[src/rtl/adc_spi_sampler_if.sv]
// Sample stream from adc_spi_sampler to the FFT input stage.
// Transfer happens on any cycle with data_valid and data_ready both high.
interface adc_spi_sampler_if #(
    parameter int SAMPLE_BITS = 12,
    parameter int FRAME_LEN   = 16
);
    localparam int IDX_W = $clog2(FRAME_LEN);

    logic [SAMPLE_BITS-1:0] data_out;
    logic                   data_valid;
    logic                   data_ready;
    logic [IDX_W-1:0]       sample_index;
    logic                   frame_last;

    modport master (
        output data_out,
        output data_valid,
        output sample_index,
        output frame_last,
        input  data_ready
    );

    modport slave (
        input  data_out,
        input  data_valid,
        input  sample_index,
        input  frame_last,
        output data_ready
    );
endinterface

[src/rtl/adc_spi_sampler.sv]
// Paced SPI master for an MCP3201-style ADC feeding the FFT sample stream.
// Optional ADC_SAMPLER_SIGNED_EN: invert sample MSB (offset binary -> two's complement).
//
// state | meaning
// IDLE  | CS high, SCLK low, waiting for a rate-timer start tick
// SETUP | CS low for CLK_DIV cycles before the first SCLK rise
// SHIFT | SCLK toggling, MISO captured on every rising edge
// HOLD  | CS high for CLK_DIV cycles (minimum CS-high time)
module adc_spi_sampler #(
    parameter int CLK_DIV       = 4,
    parameter int SAMPLE_BITS   = 12,
    parameter int LEAD_BITS     = 3,
    parameter int SAMPLE_PERIOD = 400,
    parameter int FRAME_LEN     = 16
) (
    input  logic              clk,
    input  logic              rst,
    input  logic              enable,
    input  logic              adc_miso,
    output logic              adc_sclk,
    output logic              adc_cs_n,
    output logic              overrun,
    adc_spi_sampler_if.master fft
);
    localparam int N_BITS = LEAD_BITS + SAMPLE_BITS;
    localparam int TMR_W  = $clog2(SAMPLE_PERIOD);
    localparam int DIV_W  = $clog2(CLK_DIV);
    localparam int BIT_W  = $clog2(N_BITS);
    localparam int IDX_W  = $clog2(FRAME_LEN);

    localparam logic [TMR_W-1:0] TMR_LAST = TMR_W'(SAMPLE_PERIOD - 1);
    localparam logic [DIV_W-1:0] DIV_LAST = DIV_W'(CLK_DIV - 1);
    localparam logic [BIT_W-1:0] BIT_LAST = BIT_W'(N_BITS - 1);
    localparam logic [IDX_W-1:0] IDX_LAST = IDX_W'(FRAME_LEN - 1);

    typedef enum logic [1:0] {IDLE, SETUP, SHIFT, HOLD} state_t;

    state_t                 state_q, state_d;
    logic [TMR_W-1:0]       timer_q, timer_d;
    logic [DIV_W-1:0]       cnt_q, cnt_d;
    logic [BIT_W-1:0]       bit_q, bit_d;
    logic                   sclk_q, sclk_d;
    logic                   cs_n_q, cs_n_d;
    logic                   miso_meta_q, miso_meta_d;
    logic                   miso_sync_q, miso_sync_d;
    logic [SAMPLE_BITS-1:0] shift_q, shift_d;
    logic [SAMPLE_BITS-1:0] data_q, data_d;
    logic                   valid_q, valid_d;
    logic [IDX_W-1:0]       index_q, index_d;
    logic                   overrun_q, overrun_d;

    logic                   start_tick;
    logic                   capture;
    logic                   load;
    logic                   xfer;
    logic [SAMPLE_BITS-1:0] sample_word;

`ifdef ADC_SAMPLER_SIGNED_EN
    assign sample_word = {~shift_q[SAMPLE_BITS-1], shift_q[SAMPLE_BITS-2:0]};
`else
    assign sample_word = shift_q;
`endif

    always_comb begin
        state_d     = state_q;
        cnt_d       = cnt_q;
        bit_d       = bit_q;
        sclk_d      = sclk_q;
        cs_n_d      = cs_n_q;
        shift_d     = shift_q;
        data_d      = data_q;
        valid_d     = valid_q;
        index_d     = index_q;
        overrun_d   = overrun_q;
        miso_meta_d = adc_miso;
        miso_sync_d = miso_meta_q;
        capture     = 1'b0;
        load        = 1'b0;

        start_tick = enable && (timer_q == TMR_LAST);
        if (!enable || start_tick) begin
            timer_d = '0;
        end else begin
            timer_d = timer_q + 1'b1;
        end

        // A tick that lands mid-conversion is lost rather than queued.
        if (start_tick && (state_q != IDLE)) begin
            overrun_d = 1'b1;
        end

        case (state_q)
            IDLE: begin
                if (start_tick) begin
                    state_d = SETUP;
                    cs_n_d  = 1'b0;
                    cnt_d   = DIV_LAST;
                end
            end
            SETUP: begin
                if (cnt_q == '0) begin
                    state_d = SHIFT;
                    sclk_d  = 1'b1;
                    cnt_d   = DIV_LAST;
                    bit_d   = '0;
                    capture = 1'b1;
                end else begin
                    cnt_d = cnt_q - 1'b1;
                end
            end
            SHIFT: begin
                if (cnt_q == '0) begin
                    cnt_d = DIV_LAST;
                    if (sclk_q) begin
                        sclk_d = 1'b0;
                        if (bit_q == BIT_LAST) begin
                            state_d = HOLD;
                            cs_n_d  = 1'b1;
                            load    = 1'b1;
                        end
                    end else begin
                        sclk_d  = 1'b1;
                        bit_d   = bit_q + 1'b1;
                        capture = 1'b1;
                    end
                end else begin
                    cnt_d = cnt_q - 1'b1;
                end
            end
            HOLD: begin
                if (cnt_q == '0) begin
                    state_d = IDLE;
                end else begin
                    cnt_d = cnt_q - 1'b1;
                end
            end
            default: state_d = IDLE;
        endcase

        // Lead bits simply fall off the top of the shift register.
        if (capture) begin
            shift_d = {shift_q[SAMPLE_BITS-2:0], miso_sync_q};
        end

        xfer = valid_q && fft.data_ready;
        if (xfer) begin
            valid_d = 1'b0;
            index_d = index_q + 1'b1;
        end
        if (load) begin
            if (!valid_q || xfer) begin
                data_d  = sample_word;
                valid_d = 1'b1;
            end else begin
                overrun_d = 1'b1;
            end
        end
    end

    always_ff @(posedge clk) begin
        if (rst) begin
            state_q     <= IDLE;
            timer_q     <= '0;
            cnt_q       <= '0;
            bit_q       <= '0;
            sclk_q      <= 1'b0;
            cs_n_q      <= 1'b1;
            miso_meta_q <= 1'b0;
            miso_sync_q <= 1'b0;
            shift_q     <= '0;
            data_q      <= '0;
            valid_q     <= 1'b0;
            index_q     <= '0;
            overrun_q   <= 1'b0;
        end else begin
            state_q     <= state_d;
            timer_q     <= timer_d;
            cnt_q       <= cnt_d;
            bit_q       <= bit_d;
            sclk_q      <= sclk_d;
            cs_n_q      <= cs_n_d;
            miso_meta_q <= miso_meta_d;
            miso_sync_q <= miso_sync_d;
            shift_q     <= shift_d;
            data_q      <= data_d;
            valid_q     <= valid_d;
            index_q     <= index_d;
            overrun_q   <= overrun_d;
        end
    end

    assign adc_sclk         = sclk_q;
    assign adc_cs_n         = cs_n_q;
    assign overrun          = overrun_q;
    assign fft.data_out     = data_q;
    assign fft.data_valid   = valid_q;
    assign fft.sample_index = index_q;
    assign fft.frame_last   = (index_q == IDX_LAST);
endmodule

[src/flat_wrapper.sv]
// flat-port wrapper written by rule: the top's interface ports become plain ports
module adc_spi_sampler_flat 
#(
    parameter int CLK_DIV       = 4,
    parameter int SAMPLE_BITS   = 12,
    parameter int LEAD_BITS     = 3,
    parameter int SAMPLE_PERIOD = 400,
    parameter int FRAME_LEN     = 16
)
  (clk, rst, enable, adc_miso, adc_sclk, adc_cs_n, overrun, fft_data_out, fft_data_valid, fft_sample_index, fft_frame_last, fft_data_ready);
  adc_spi_sampler_if #(.SAMPLE_BITS(SAMPLE_BITS), .FRAME_LEN(FRAME_LEN)) fft_i ();
  input  logic clk;
  input  logic rst;
  input  logic enable;
  input  logic adc_miso;
  output logic adc_sclk;
  output logic adc_cs_n;
  output logic overrun;
  output wire logic [$bits(fft_i.data_out)-1:0] fft_data_out;
  output wire logic [$bits(fft_i.data_valid)-1:0] fft_data_valid;
  output wire logic [$bits(fft_i.sample_index)-1:0] fft_sample_index;
  output wire logic [$bits(fft_i.frame_last)-1:0] fft_frame_last;
  input wire logic [$bits(fft_i.data_ready)-1:0] fft_data_ready;
  assign fft_data_out = fft_i.data_out;
  assign fft_data_valid = fft_i.data_valid;
  assign fft_sample_index = fft_i.sample_index;
  assign fft_frame_last = fft_i.frame_last;
  assign fft_i.data_ready = fft_data_ready;
  adc_spi_sampler #(.CLK_DIV(CLK_DIV), .SAMPLE_BITS(SAMPLE_BITS), .LEAD_BITS(LEAD_BITS), .SAMPLE_PERIOD(SAMPLE_PERIOD), .FRAME_LEN(FRAME_LEN)) u_core (.clk(clk), .rst(rst), .enable(enable), .adc_miso(adc_miso), .adc_sclk(adc_sclk), .adc_cs_n(adc_cs_n), .overrun(overrun), .fft(fft_i));
endmodule
[config.mk]
export PLATFORM = sky130hd
export DESIGN_NAME = adc_spi_sampler_flat
export DESIGN_NICKNAME = d
export VERILOG_FILES = /design/src/rtl/adc_spi_sampler_if.sv /design/src/rtl/adc_spi_sampler.sv /design/src/flat_wrapper.sv
export SDC_FILE = /design/constraint.sdc
export NUM_CORES = 1
export LEC_CHECK = 0
export CAP_MARGIN = 30
export CORE_ASPECT_RATIO = 0.75
export CORE_MARGIN = 2
export CORE_UTILIZATION = 49
export DETAILED_ROUTE_END_ITERATION = 12
export MAX_ROUTING_LAYER = met4
export PLACE_DENSITY = 0.76
export REMOVE_ABC_BUFFERS = 1
export SYNTH_ARGS = -nofsm -noshare
export SYNTH_HDL_FRONTEND = slang
export SYNTH_SLANG_ARGS = --single-unit
[constraint.sdc]
create_clock -name clk -period 1.6 [get_ports clk]
set_input_delay 0.4 -clock clk [delete_from_list [all_inputs] [get_ports clk]]
set_output_delay 0.4 -clock clk [all_outputs]
set_load 0.005 [all_outputs]
======== After elaboration in Yosys (flattened, before gate mapping) ========
Index checks and enable logic that the tools add are counted.
word-level totals
  output and inout bits ................... 21
  flip-flop bits (word level) ............. 51
operators by class
  multiplexer cells ....................... 37
  equality and inequality tests ........... 14
  reductions and logical operators ........ 20
  add/sub/neg operators ................... 4
operator list
  cell                                                                      count
  1-bit two-way mux                                                         19
  2-bit two-way mux                                                         9
  4-bit two-way mux                                                         3
  2-bit by 1-bit inequality test with 1-bit output (second input constant)  6
  9-bit by 1-bit adder with 9-bit output (second input constant)            1
  9-bit == test (second input constant)                                     1
  4-bit by 1-bit adder with 4-bit output (second input constant)            2
  4-bit == test (second input constant)                                     2
  2-bit one-hot mux with 4 select lines                                     1
  4-bit one-hot mux with 2 select lines                                     1
  1-bit one-hot mux with 2 select lines                                     3
  2-bit one-hot mux with 3 select lines                                     1
  6-bit AND reduction                                                       1
  2-bit nonzero test                                                        3
  5-bit AND reduction                                                       1
  2-bit == test (second input constant)                                     2
  2-bit zero test                                                           2
  2-bit inequality test (second input constant)                             2
  2-bit AND reduction                                                       2
  4-bit AND reduction                                                       1
  2-bit OR reduction                                                        2
  1-bit logical AND                                                         3
  3-bit AND reduction                                                       1
  2-bit by 1-bit == test with 1-bit output (second input constant)          1
  3 further kinds                                                           5

======== Longest topological paths before layout ========
  depth in word-level cells ............... 6
  depth in mapped cells ................... 7
  depth with buffers taken out ............ 6

======== Worst setup path after synthesis ========
No wires, ideal clock.
  path type ............................... register to register
  start point ............................. reg u_core.state_q[0]
  end point ............................... reg u_core.shift_q[2], in the netlist u_core.sample_word[2]
  arrival ................................. 1.554 ns
  slack ................................... -0.082 ns
  path buffers ............................ 1
  data required time ...................... 1.472 ns
  setup time .............................. 0.128 ns
  cell stages (with the launch flop) ...... 8
  cell sequence ........................... dfxtp_1 > inv_1 > ha_1 > nor2b_1 > o211ai_1 > buf_4 > mux2i_1 > nor2_1
between the ends
  word-level cells in the longest chain between the ends .. 2
  elaborated cells between the ends (all ways) .. 3
  classes of those cells .................. 2 x eq/ne; 1 x mux
ends and longest elaborated chain
  element                                                                           line                    source
  from (decl)                                                                       adc_spi_sampler.sv:38   state_t state_q, state_d;
  from (signal assigned)                                                            adc_spi_sampler.sv:176  state_q <= state_d;
  2-bit == test / 2-bit by 1-bit == test with 1-bit output (equally long branches)  adc_spi_sampler.sv:92   case (state_q)
  1-bit one-hot mux with 2 select lines (*)                                         adc_spi_sampler.sv:92
  to (signal assigned)                                                              adc_spi_sampler.sv:184  shift_q <= shift_d;
  to (decl)                                                                         adc_spi_sampler.sv:46   logic [SAMPLE_BITS-1:0] shift_q, shift_d;
Every way passes the cells marked *; elsewhere a longest branch is shown, timed or not.
A chain may end at the register's enable or synchronous reset.

======== Worst setup path in the final report ========
  start point ............................. reg u_core.state_q[1]
  end point ............................... reg u_core.bit_q[1]
between the ends
  word-level cells in the longest chain between the ends .. 3
  elaborated cells between the ends (all ways) .. 8
  classes of those cells .................. 5 x eq/ne; 1 x mux; 2 x reduce/logical
ends and longest elaborated chain
  element                                                                           line                    source
  2-bit == test / 2-bit by 1-bit == test with 1-bit output (equally long branches)  adc_spi_sampler.sv:92
  2-bit inequality test (no source line), or another cell as far along              --
  4-bit AND reduction (no source line)                                              --
  to (signal assigned)                                                              adc_spi_sampler.sv:179  bit_q <= bit_d;
  to (decl)                                                                         adc_spi_sampler.sv:41   logic [BIT_W-1:0] bit_q, bit_d;
Several ways; a longest one is shown, not always the timed one.

==> results.json <==
{
  "outcome": "complete, but fails checks",
  "violations": "setup timing",
  "cp.depth": 6,
  "min_from": "u_core.timer_q[0]$_SDFF_PP0_",
  "r2r_cells": 6,
  "cp.required_ns": 1.83,
  "die_width_um": 80.5,
  "multiInputGateArea_mm2": 0.00110,
  "hold_path.class": "reg -> reg",
  "via_per_inst": 5.19,
  "fin_nets": 292,
  "syn-instance-count": 225,
  "criticalPathCategory": "reg -> reg",
  "path_delay_family": "simple AND/OR/NAND/NOR gates",
  "drive_gt1_share_pct": 25.1,
  "clock-sinks": 51,
  "grt_pass1_vias": 1615,
  "final.setup.tns_ns": -0.00322,
  "diodes": 0,
  "finish.utilization_pct": 69.5,
  "holdPathEnd": "u_core.timer_q[0]$_SDFF_PP0_",
  "clkSlewWorstSetupHoldPaths_ns": 0.09,
  "async_flop_share_pct": 0,
  "crit_chain": "buf_4 > ha_4 > inv_1 > buf_4 > or4_1 > a21oi_2",
  "wirelength_um": 4340,
  "setup_violations": 1,
  "numCtsBuffers": 5,
  "path_max_fanout": 5,
  "clk_path_buf_depth": 2,
  "pin_count": 26,
  "htreeDepth": 2,
  "cp_slowest_cell": "or4_1",
  "power_density_mw_per_mm2": 993,
  "max-slew-margin-rel_pct": 80.7,
  "dp_hpwl_um": 2940,
  "power.internal_mw": 2.11,
  "synth_cell_types": 39,
  "cpPeakStageDelay_ns": 0.54,
  "critPathArrivalTime_ns": 1.84,
  "switching_share_pct": 26.1,
  "fp-row-count": 20,
  "seq_area_frac_synth_pct": 47.5,
  "peakVddDrop_mv": 0.500,
  "reg2reg_slack_ns": -0.003,
  "r2r_start": "u_core.state_q[1]$_SDFFE_PP0P_",
  "portBuffers": 25,
  "clock.fmax_mhz": 624,
  "end_kind": "flip-flop",
  "min_path_cells": 1,
  "cp_num_buf_inv": 3,
  "avgRoutedWirePerCell_um": 13.0,
  "synth_warnings": 0,
  "fin_crit_ns": 1.60,
  "power.total_mw": 2.85,
  "drt_iter0_markers": 67,
  "yosys_register_bits": 51,
  "p_clk_share_pct": 31.0,
  "report.final.slew_viol_count": 0,
  "synth-edff-count": 0,
  "gr-total-overflow": 0,
  "start_util_pct": 52.1,
  "netlist_area_mm2": 0.00215,
  "grt_antenna_before_repair": 0,
  "grt_max_degree": 31,
  "vias": 1732,
  "fill_cells": 331,
  "critPathMostFrequentCell": "buf_4",
  "switchingPower_mw": 0.742,
  "cts_tree": "yes",
  "grt_pass1_wl_um": 7270,
  "leakage_nw": 1.19,
  "pwr-share-seq_pct": 47.9,
  "hold_ws_ns": 0.463,
  "setup_slack_ns": -0.00322,
  "finalClockSkew_ns": 0.00518,
  "area_growth_pct": 33.3,
  "start_kind": "flip-flop",
  "dp_slack_ns": -0.121,
  "rr_endpoint": "u_core.bit_q[1]$_SDFFE_PP0P_",
  "min_period_over_period_pct": 100,
  "cts_root_buf": "clkbuf_8",
  "synth_flop_cell": "dfxtp_1",
  "cap_violations": 0,
  "ant_nets": 0,
  "core_area_mm2": 0.00413,
  "die-area_mm2": 0.00494,
  "grt_setup_unrepaired": "yes",
  "avgSynthCellArea_um2": 9.56,
  "grtUsageTotal_pct": 19.7,
  "power_frac_comb_pct": 21.1,
  "drc": 0,
  "dr.pass1.iters": 4,
  "tightestPinTransition_ns": 0.287,
  "hold_violations": 0,
  "globalplace.congestion": 0.865,
  "clk_latency_ns": 0.30,
  "seq_area_mm2": 0.00104,
  "dieHeight_um": 61.4
}
[logic make-up (layout without fill, tap and decap cells)]
| family | Yosys count | count (layout) | share of synthesized area, % |
|---|---|---|---|
| adders and majority gates | 9 | 9 | 5.24 |
| and+or+nand+nor | 79 | 79 | 17.9 |
| buffers and inverters | 21 | 75 | 4.77 |
| AOI/OAI and AO/OA | 32 | 32 | 9.77 |
| muxes | 24 | 24 | 11.2 |
| DFF | 51 | 51 | 47.5 |
| xor gates and xnor gates | 9 | 9 | 3.66 |
[per-stage QoR]
stage | instances | area (µm²)
2_1_floorplan | 216 | 2090
3_3_place_gp | 321 | 2630
3_5_place_dp | 321 | 2630
4_1_cts | 331 | 2810
5_1_grt | 334 | 2870
6_report | 334 | 2870
[sequential cells by signal, summed over array words and instances (netlist names)]
| name | flops |
|---|---|
| u_core.cnt_q | 2 |
| u_core.overrun | 1 |
| u_core.miso_sync_q | 1 |
| u_core.fft.data_valid | 1 |
| u_core.fft.sample_index | 4 |
| u_core.miso_meta_q | 1 |
| u_core.sample_word | 12 |
| u_core.adc_cs_n | 1 |
| u_core.fft.data_out | 12 |
| u_core.state_q | 2 |
| u_core.adc_sclk | 1 |
| u_core.bit_q | 4 |
| u_core.timer_q | 9 |
[Yosys cell counts, drive strengths merged (3+ instances only)]
cell type	count	area share, %
nand3	10	2.3
clkbuf	4	0.70
o31ai	4	1.4
dfxtp	51	47
a21oi	10	2.3
or4	3	1.0
nand2b	3	0.87
ha	9	5.2
nor2b	4	1.2
nor2	41	7.2
buf	5	2.0
o21ai	5	1.2
nand2	3	0.52
nor3	3	0.93
xnor2	4	1.6
inv	12	2.1
and3	7	2.3
mux2i	24	11
xor2	5	2.0
[layer usage]
layer	share of wire [%]	GRT usage, %	vias up	wire length, µm
li1	-	-	877	-
met1	50	27.3	809	2180
met2	45	29.3	42	1930
met3	4.5	4.40	4	197
met4	0.69	5.33	0	30
met5	0	-	-	0
[power groups by stage]
stage          registers, mW  logic, mW  clock network, mW
6_report                1.36      0.601              0.883
4_1_cts                 1.36      0.568              0.900
3_5_place_dp            1.39      0.505                  0
3_3_place_gp            1.38      0.494                  0
5_1_grt                 1.37      0.655              0.968
2_1_floorplan           1.38      0.254                  0
[cell usage in the layout (no fill, tap or decap), types with 3 or more instances in the layout]
cell             synthesis  final
xnor2_1                  4      4
nand2_1                  3      3
nand3_1                 10      9
buf_4                    2     27
ha_1                     9      4
o31ai_1                  4      3
dfxtp_1                 51     39
clkbuf_8                 0      5
or4_1                    3      3
clkdlybuf4s50_1          0     21
nor2_1                  41     41
mux2i_1                 24     24
and3_1                   5      5
nand2b_1                 3      3
a21oi_1                 10      9
o21ai_0                  5      5
xor2_1                   5      5
ha_4                     0      3
nor2b_1                  4      4
dfxtp_2                  0     10
inv_1                   11      9
[area by class of cell]
cell class,count,area share [%]
clock buffer,5,2.40
clock inverter,3,1.53
inverter,12,1.66
multi-input combinational,153,38.3
sequential,51,36.3
tap,55,2.40
timing repair buffer,55,17.4
[how the worst max path moves through the flow]
| stage | start | endpoint | slack (ns) |
|---|---|---|---|
| after global placement | fft_data_ready | u_core.fft.data_out[5]$_SDFFE_PP0P_ | -0.09 |
| after global routing | u_core.state_q[1]$_SDFFE_PP0P_ | u_core.sample_word[5]$_SDFFE_PP0P_ | -0.08 |
| final | u_core.state_q[1]$_SDFFE_PP0P_ | u_core.bit_q[1]$_SDFFE_PP0P_ | -0.003 |
| after CTS | u_core.state_q[1]$_SDFFE_PP0P_ | u_core.bit_q[0]$_SDFFE_PP0P_ | 0.009 |
| after detailed placement | fft_data_ready | u_core.fft.data_out[7]$_SDFFE_PP0P_ | -0.12 |
| after floorplan | u_core.state_q[0]$_SDFFE_PP0P_ | u_core.sample_word[0]$_SDFFE_PP0P_ | -0.51 |
[timing repair]
item / CTS / global route
hold buffers: 0 / 0
setup endpoints to repair: 40 / 29
buffers inserted: 2 / 3
resized for setup: 20 / 17
pin swaps: 1 / 1
(Power assumes the default switching activity.)
